--- src/rtl/pixel2complex_scan.sv ---
// Screen-pixel to complex-plane mapper: single-point multiply or raster scan
// by incremental accumulation, presented on a valid/ready output.
module pixel2complex_scan #(
  parameter int COORD_W = 10,
  parameter int INT_W   = 11,
  parameter int FRAC_W  = 11,
  parameter int H_RES   = 640,
  parameter int V_RES   = 480,
  localparam int WIDTH  = INT_W + FRAC_W
) (
  input  logic               clk,
  input  logic               rst,
  input  logic               cfg_load,
  input  logic [WIDTH-1:0]   cfg_re_origin,
  input  logic [WIDTH-1:0]   cfg_im_origin,
  input  logic [WIDTH-1:0]   cfg_step,
  input  logic               mode,
  input  logic               start,
  input  logic [COORD_W-1:0] x_in,
  input  logic [COORD_W-1:0] y_in,
  input  logic               abort,
  output logic               busy,
  output logic               out_valid,
  input  logic               out_ready,
  output logic [WIDTH-1:0]   z_real,
  output logic [WIDTH-1:0]   z_imag,
  output logic [COORD_W-1:0] x_out,
  output logic [COORD_W-1:0] y_out,
  output logic               frame_done
);

  typedef enum logic [1:0] {IDLE, MUL, OUT_S, SCAN} state_t;

  state_t state, state_nx;

  logic [WIDTH-1:0] re_origin, im_origin, step;
  logic             hs, start_ok, last_x, last_y, done_nx;

  assign out_valid = (state == OUT_S) || (state == SCAN);
  assign busy      = (state != IDLE);
  assign hs        = out_valid & out_ready;
  // a simultaneous cfg_load takes priority over start
  assign start_ok  = (state == IDLE) & start & ~cfg_load & ~abort;
  assign last_x    = (x_out == COORD_W'(H_RES - 1));
  assign last_y    = (y_out == COORD_W'(V_RES - 1));

  always_ff @(posedge clk) begin
    if (rst) state <= IDLE;
    else     state <= state_nx;
  end

  always_comb begin
    state_nx = state;
    done_nx  = 1'b0;
    case (state)
      IDLE:  if (start_ok) state_nx = mode ? SCAN : MUL;
      MUL:   state_nx = OUT_S;
      OUT_S: if (hs) state_nx = IDLE;
      SCAN:  if (hs && last_x && last_y) begin
               state_nx = IDLE;
               done_nx  = 1'b1;
             end
      default: state_nx = IDLE;
    endcase
    if (abort) begin
      state_nx = IDLE;
      done_nx  = 1'b0;
    end
  end

  // All arithmetic is unsigned mod 2^WIDTH, which is bit-identical to the
  // truncated two's-complement result; scan accumulation matches the multiply.
  always_ff @(posedge clk) begin
    if (rst) begin
      re_origin  <= '0;
      im_origin  <= '0;
      step       <= '0;
      z_real     <= '0;
      z_imag     <= '0;
      x_out      <= '0;
      y_out      <= '0;
      frame_done <= 1'b0;
    end else begin
      frame_done <= done_nx;
      if (state == IDLE && cfg_load) begin
        re_origin <= cfg_re_origin;
        im_origin <= cfg_im_origin;
        step      <= cfg_step;
      end
      case (state)
        IDLE: if (start_ok) begin
          if (mode) begin
            x_out  <= '0;
            y_out  <= '0;
            z_real <= re_origin;
            z_imag <= im_origin;
          end else begin
            x_out <= x_in;
            y_out <= y_in;
          end
        end
        MUL: if (!abort) begin
          z_real <= re_origin + WIDTH'(x_out) * step;
          z_imag <= im_origin - WIDTH'(y_out) * step;
        end
        SCAN: if (hs && !abort && !(last_x && last_y)) begin
          if (last_x) begin
            x_out  <= '0;
            z_real <= re_origin;
            y_out  <= y_out + 1'b1;
            z_imag <= z_imag - step;
          end else begin
            x_out  <= x_out + 1'b1;
            z_real <= z_real + step;
          end
        end
        default: ;
      endcase
    end
  end

endmodule

--- config.mk ---
export PLATFORM = sky130hd
export DESIGN_NAME = pixel2complex_scan
export DESIGN_NICKNAME = d
export VERILOG_FILES = /design/src/rtl/pixel2complex_scan.sv
export SDC_FILE = /design/constraint.sdc
export NUM_CORES = 1
export LEC_CHECK = 0
export BUFFER_PORTS_ARGS = -buffer_cell sky130_fd_sc_hd__buf_2
export CAP_MARGIN = 40
export CORE_MARGIN = 5
export CORE_UTILIZATION = 55
export CTS_BUF_LIST = sky130_fd_sc_hd__clkbuf_4 sky130_fd_sc_hd__clkbuf_8
export DETAILED_ROUTE_END_ITERATION = 6
export PLACE_DENSITY_LB_ADDON = 0.08
export SLEW_MARGIN = 0
export SYNTH_ARGS = -nofsm -noshare
export SYNTH_HDL_FRONTEND = slang
export SYNTH_SLANG_ARGS = --single-unit
--- constraint.sdc ---
create_clock -name clk -period 7.5 [get_ports clk]
set_input_delay 2.25 -clock clk [delete_from_list [all_inputs] [get_ports clk]]
set_output_delay 2.25 -clock clk [all_outputs]
set_load 0.03 [all_outputs]
# Yosys cells after proc, flatten, opt, wreduce, memory -nomap -nowiden
# Index checks and enable logic that the tools add are counted.
# classes
addsub	6
mul	2
eq_ne	12
mux	28
bitwise	7
reduce_logical	20
# ops
cell	count
$mux W22	10
$pmux W22 S3	2
$mux W10	8
$add A22 B22 Y22	2
$mul A10 B22 Y22	2
$sub A22 B22 Y22	2
$pmux W10 S2	2
$add A10 B1 Y10 const B	2
$eq A10 B10 Y1 const B	1
$eq A10 B9 Y1 const B	1
$ne A2 B2 Y1 const B	5
$mux W2	4
$pmux W2 S4	1
$logic_and A1 B1 Y1	6
$reduce_and A3 Y1	2
$reduce_and A6 Y1	1
$reduce_and A5 Y1	1
$and A1 B1 Y1	4
$eq A2 B2 Y1 const B	2
$ne A2 B1 Y1 const B	2
$reduce_and A4 Y1	1
$reduce_bool A2 Y1	2
$not A1 Y1	3
$reduce_bool A3 Y1	1
other kinds (7)	8
# word_totals
reg_bits	133
inputBits	93

# Logic depth before layout (Yosys ltp)
# Gate-level depths: netlist (run 1).
# depth
ltp_word	7
mapped_depth	24

# Worst setup path after synthesis (run 1)
# No wires, ideal clock.
# synth_timing
path_type	register to register
start	register y_out[2]
end	register z_imag[19]
arrival_ns	5.875
setup_slack_ns	1.508
path_stages_with_launch	23
path_buffers	2
cell_sequence	dfxtp_1 > clkbuf_1 > inv_1 > clkbuf_1 > nor2_1 > fa_1 > inv_1 > fa_1 > fa_1 > fa_1 > inv_1 > fa_1 > inv_1 > ha_1 > a21oi_1 > o21ai_0 > nor4_1 > nor2_1 > a311o_1 > a21o_1 > a2111oi_0 > o22ai_1 > o211a_1
# synth_between
elab_chain_len	6
# synth_lines
item	line	source
start, declared	28	output logic [COORD_W-1:0] y_out,
start signal, assigned	99	y_out <= y_in;
start signal, assigned	110	y_out <= y_out + 1'b1;
branches (longest 6 deep; another with $mul A10 B22 Y22)	--	
end signal, assigned	96	z_imag <= im_origin;
end signal, assigned	104	z_imag <= im_origin - WIDTH'(y_out) * step;
end signal, assigned	111	z_imag <= z_imag - step;
end, declared	26	output logic [WIDTH-1:0] z_imag,
# Parallel ways; which one is timed is not known. The select of a mux whose other input is x is not followed.
# A chain may end at the register's enable or synchronous reset.

# Worst setup path in the final report (run 1)
# layout_timing
start	register step[10]
end	register z_imag[19]
# layout_between
elab_chain_len	4
# layout_lines
item	line	source
start, declared	36	logic [WIDTH-1:0] re_origin, im_origin, step;
start signal, assigned	88	step <= cfg_step;
$mul A10 B22 Y22 / $sub A22 B22 Y22 (equally long branches)	104, 111	
$sub A22 B22 Y22 / $mux W22 (equally long branches)	104, 107	
$mux W22, on equally long branches	102, 106	
$pmux W22 S3 (*)	90	case (state)
# Every way passes the cells marked *; elsewhere a longest branch is shown, timed or not. The select of a mux whose other input is x is not followed.

==> out/metrics.csv, run 1 <==
metric,value,unit
path_max_fanout,11,
route.met3.wl,8167,µm
syn_avg_cell_area,8.046,µm²
worst_path_max_delay_cell,dfxtp_1,
seq_area_frac_synth,13.83,%
highest-signal-layer,met4,
dpl.hpwl,55510,µm
grt_pass1_wl,107800,µm
synth_seq_cells,133,
async_reset_ff_share,0,%
clock_path_buffers,2,
synthCells,2393,
wl_met2,29450,µm
antenna_left,0,
num_rows,68,
drc,0,
finalNetCount,2989,
ir_worst_vdd,0.1769,mV
synth_edf_count,0,
dieArea,38850,µm²
tightest_slew,967.8,ps
gp_congestion,0.9845,
post_cts.repair.setup_buffers,0,
drtIter0Drc,1829,
cts_tree,yes,
yosys-top-cells-count,"384 x nand2_1, 344 x inv_1, 280 x fa_1, 170 x a21oi_1, 167 x nor2_1",
synth_top_area_cell,fa_1,
worstPathRequired,7910,ps
finalHoldViolations,0,
whs_path_depth,2,
ys_types,72,
initial_utilization,55.74,%
cts.clk_slew.worst_paths,100,ps
dr.pass1.iters,7,
clockRootBuffer,clkbuf_8,
vias,17830,
cts_resized,0,
synth_top_flop_cell,dfxtp_1,
p_per_area,125.8,nW/µm²
via_per_inst,6.027,
leakage,9.490,nW
cts_max_level,4,
clock_sink_count,133,
grt_util_all_layers,36.73,%
final_cells,2958,
port_buffers,159,
endpoint_kind,flop,
hp-start,step[21],
cp.depth,20,
wirelength,70670,µm
die_h,197.1,µm
first_global_vias,17690,
finalSetupViolations,0,
dp_cells,2925,
cpPeakStageDelay,850,ps
min_period,6447,ps
slew_violations,0,
status,"complete, no violations",
synthesis.area,19250,µm²
cp-start-kind,flop,
core_area,34540,µm²
worst_skew_pair.late_latency,520,ps
cap_violations,0,
min_path_type,reg2reg,
layout_setup_ws,1053,ps
arrival,6860,ps
yosysWarnings,0,
die_w,197.1,µm
finalSetupTns,0,ps
synth_top_area_share,29.11,%
path_cells,inv_1 -> nor2_1 -> fa_1 -> inv_1 -> fa_1 -> fa_1 -> fa_1 -> inv_1 -> fa_1 -> inv_1 -> ha_1 -> a21o_1 -> a21oi_1 -> o21ai_0 -> o211a_1 -> a311o_1 -> a21o_1 -> a2111oi_0 -> o22ai_1 -> o211a_1,
yosysMostFrequentCell,nand2_1,
rr_startpoint,step[10],
r2r.worst_path.cells,20,
antenna_found_initial,0,
met1_length,29950,µm
syn_nets,2892,
fin_crit_sh,85.96,%
worstSetupPathType,reg2reg,
yosys-top-cells-area,"fa_1 29%, dfxtp_1 14%, ha_1 8.2%",
ios,160,
fmax,0.1551,GHz
pre_cts_ws,1168,ps
clock-skew-final,19.50,ps
whs,461.1,ps
area_delta_synth_final,8.858,%
crit_family,adder cells,
holdBufCountCts,0,
numCtsBuffers,17,
crit_path_frequent_cell,fa_1,
wl_per_cell,23.89,µm
grt_max_degree,61,
slew_headroom,34.80,%
cp.buffers_inverters,4,
layout-drive-gt1-share,10.35,%
crit_path_start,step[10],
grt-ovfl-total,0,
rsz0062_at_grt,false,
[cells in the final DEF, fill, tap and decap left out, types with 25 or more instances in the layout]
master,count
xnor2_1,64
buf_2,158
nand2_1,383
nor3_1,25
xor2_1,29
inv_1,344
o21ai_0,65
nor2_1,165
dfxtp_1,131
buf_4,51
fa_1,280
a211oi_1,37
ha_1,126
a21oi_1,170
and2_1,139
a21o_1,25
[cells by family (layout without fill, tap and decap cells)]
family                     Yosys count  count (layout)  synth area share, %
and+or+nand+nor                    815             815                19.23
muxes                                8               8               0.4159
buffers and inverters              482             591                9.423
adders and majority gates          406             406                37.30
DFF                                133             133                13.83
AOI/OAI and AO/OA                  453             453                15.22
xor gates and xnor gates            96              96                4.581
other                                0               1                    0
[metal layers]
metal  global-route usage (%)  up-vias
li1                         -     7894
met1                    53.27     8765
met2                    52.97      998
met3                    9.927      171
met4                    13.38        0
met5                        0        -
[flip-flops by register name (all words and copies together), names as in the netlist]
name	cells
frame_done	1
step	22
y_out	10
im_origin	22
z_real	22
x_out	10
re_origin	22
z_imag	22
state	2
[final cells by class]
class | count | area [µm²]
multi-input combinational | 1778 | 14800
antenna | 1 | 2.502
inverter | 347 | 1303
tap | 455 | 569.3
timing repair buffer | 213 | 1235
fill | 3234 | 13580
clock buffer | 21 | 282.8
sequential | 133 | 2665
clock inverter | 10 | 98.84
[tightest hold or removal path: stages, from the launching register on]
cell	delay (ps)
dfxtp_1	320
nand2_1	50
a21oi_1	50
[path summary, 6_finish.rpt]
kind	slack, ps	endpoint
max	1050	z_imag[19]
min	460	step[21]
max reg2reg	1050	z_imag[19]
min reg2reg	460	step[21]
[power breakdown]
group	leakage, nW	switching [mW]	internal, mW
clock network	0.180	0.359	0.292
logic	8.22	0.721	0.434
registers	1.09	0.0864	0.745
total	9.49	1.17	1.47
[stage by stage]
step | power [mW] | area [µm²] | utilization (%)
6_report | 2.636 | 20960 | 60.67
4_1_cts | 2.616 | 20940 | 60.62
3_5_place_dp | 1.961 | 20560 | 59.52
2_1_floorplan | 1.589 | 19250 | -
5_1_grt | 2.783 | 20960 | 60.67
3_3_place_gp | 1.957 | 20510 | 59.39
Note: power is estimated with default switching activity, not from simulation.
==> run 2: changes to the inputs <==
- BUFFER_PORTS_ARGS: -buffer_cell sky130_fd_sc_hd__buf_2 -> -buffer_cell sky130_fd_sc_hd__buf_4
- clock period: 7.5 -> 6.4 ns (I/O delays scaled with it)
==> run 2 against run 1 <==
- critical path depth did not move
- design area up 3.1%
- sequential power rose by 16%
- sequential share of layout area shrank 0.39 points
- first-iteration DRC count shrank 14%
- sequential cell count did not move
- cell count grew 1.1%
- via count increased by 0.82%
==> out/metrics.csv, run 2 (synthesis gave the netlist of run 1 again) <==
metric,value,unit,change
clock-skew-final,19.81,ps,+0.3099 ps
min_path_type,reg2reg,,
grt_util_all_layers,36.58,%,-0.15 points
worst_path_max_delay_cell,fa_1,,
layout_setup_ws,222.5,ps,-830.2 ps
whs,462.7,ps,+1.603 ps
slew_headroom,43.46,%,+8.7 points
dr.pass1.iters,6,,-1
leakage,9.750,nW,+2.7%
cts.clk_slew.worst_paths,110,ps,about the same
clock_sink_count,133,,unchanged
status,"complete, no violations",,
cts_max_level,4,,unchanged
slew_violations,0,,unchanged
path_max_fanout,14,,+3
core_area,34540,µm²,unchanged
port_buffers,159,,unchanged
die_w,197.1,µm,unchanged
layout-drive-gt1-share,11.44,%,+1.1 points
wl_per_cell,23.64,µm,-1.0%
cts_tree,yes,,
min_period,6178,ps,-269.8 ps
initial_utilization,55.74,%,unchanged
dp_cells,2957,,+1.1%
die_h,197.1,µm,unchanged
gp_congestion,1.014,,+3.0%
post_cts.repair.setup_buffers,0,,unchanged
mostFrequentLayoutCell,nand2_1,,
path_cells,inv_1 -> nor2_1 -> fa_1 -> inv_1 -> fa_1 -> fa_1 -> fa_1 -> inv_1 -> fa_1 -> inv_1 -> ha_1 -> a21oi_1 -> o21ai_0 -> nor4_1 -> nor2_1 -> a311o_1 -> a21o_1 -> a2111oi_0 -> o22ai_1 -> o211a_1,,
grt-ovfl-total,0,,unchanged
p_per_area,146.6,nW/µm²,+17%
via_per_inst,6.012,,-0.25%
grt_pass1_wl,107400,µm,-0.37%
pre_cts_ws,365.6,ps,-802.1 ps
cap_violations,0,,unchanged
antenna_found_initial,2,,+2
worstSetupPathType,reg2reg,,
crit_path_frequent_cell,fa_1,,
arrival,6610,ps,-250 ps
num_rows,68,,unchanged
clock_path_buffers,2,,unchanged
numCtsBuffers,17,,unchanged
ios,160,,unchanged
cpPeakStageDelay,590,ps,-260 ps
endpoint_kind,flop,,
area_delta_synth_final,12.23,%,
final_cells,2990,,+1.1%
ir_worst_vdd,0.1559,mV,-12%
finalSetupTns,0,ps,unchanged
clockRootBuffer,clkbuf_8,,
dpl.hpwl,56440,µm,+1.7%
fin_crit_sh,96.52,%,+11 points
cts_resized,0,,unchanged
cp-start-kind,flop,,
holdBufCountCts,0,,unchanged
first_global_vias,17920,,+1.3%
drc,0,,unchanged
rsz0062_at_grt,false,,
finalNetCount,3020,,+1.0%
dieArea,38850,µm²,unchanged
tightest_slew,837.4,ps,-130.4 ps
worst_skew_pair.late_latency,520,ps,about the same
wirelength,70690,µm,about the same
vias,17980,,+0.82%
worstPathRequired,6830,ps,-1080 ps
grt_max_degree,69,,+13%
antenna_left,0,,unchanged
drtIter0Drc,1582,,-14%
final_cell_mix,"383 x nand2_1, 344 x inv_1, 280 x fa_1",,
finalSetupViolations,0,,unchanged
finalHoldViolations,0,,unchanged
fmax,0.1619,GHz,+4.4%
total_power,3.168,mW,+20%
-- run 2: final cells by class --
type,instances,area (µm²)
multi-input combinational,1778,14800
fill,3143,12930
sequential,133,2664
timing repair buffer,244,1868
inverter,347,1303
tap,455,569.3
clock buffer,17,234.0
clock inverter,15,165.2
antenna,1,2.502
-- run 2: worst paths after layout --
check | startpoint | slack (ps) | depth (start not counted) | to
setup / recovery | y_out[6] | 220 | 20 | z_imag[19]
setup reg to reg | y_out[6] | 220 | 20 | z_imag[19]
hold / removal | im_origin[10] | 460 | 2 | im_origin[10]
hold reg to reg | im_origin[10] | 460 | 2 | im_origin[10]
-- run 2: worst max-delay path: cells and delay by family, from the launching register on --
family	cells	cell delay [ps]
simple gates	3	650
flops	1	330
buf+inv	4	610
fa+ha+maj	6	2880
compound gates	7	1620
-- run 2: through the flow --
step / util [%] / instance area (µm²)
floorplan: - / 19250
global placement: 61.22 / 21150
detailed placement: 61.39 / 21210
CTS: 62.55 / 21610
global route: 62.55 / 21610
finish: 62.55 / 21610
-- run 2: power breakdown --
group	total, mW	leakage (nW)	internal, mW	switching [mW]
clock	0.789	0.202	0.326	0.463
combinational	1.42	8.46	0.549	0.867
sequential	0.963	1.09	0.873	0.0903
total	3.17	9.75	1.75	1.42
-- run 2: metal layers --
layer  GRT usage [%]  up-vias  part of all wire (%)
met2           52.71     1048                    42
li1                -     7964                     -
met3           10.76      190                    12
met4           12.79        2                   3.8
met5               0        -                 0.018
met1           52.72     8771                    43
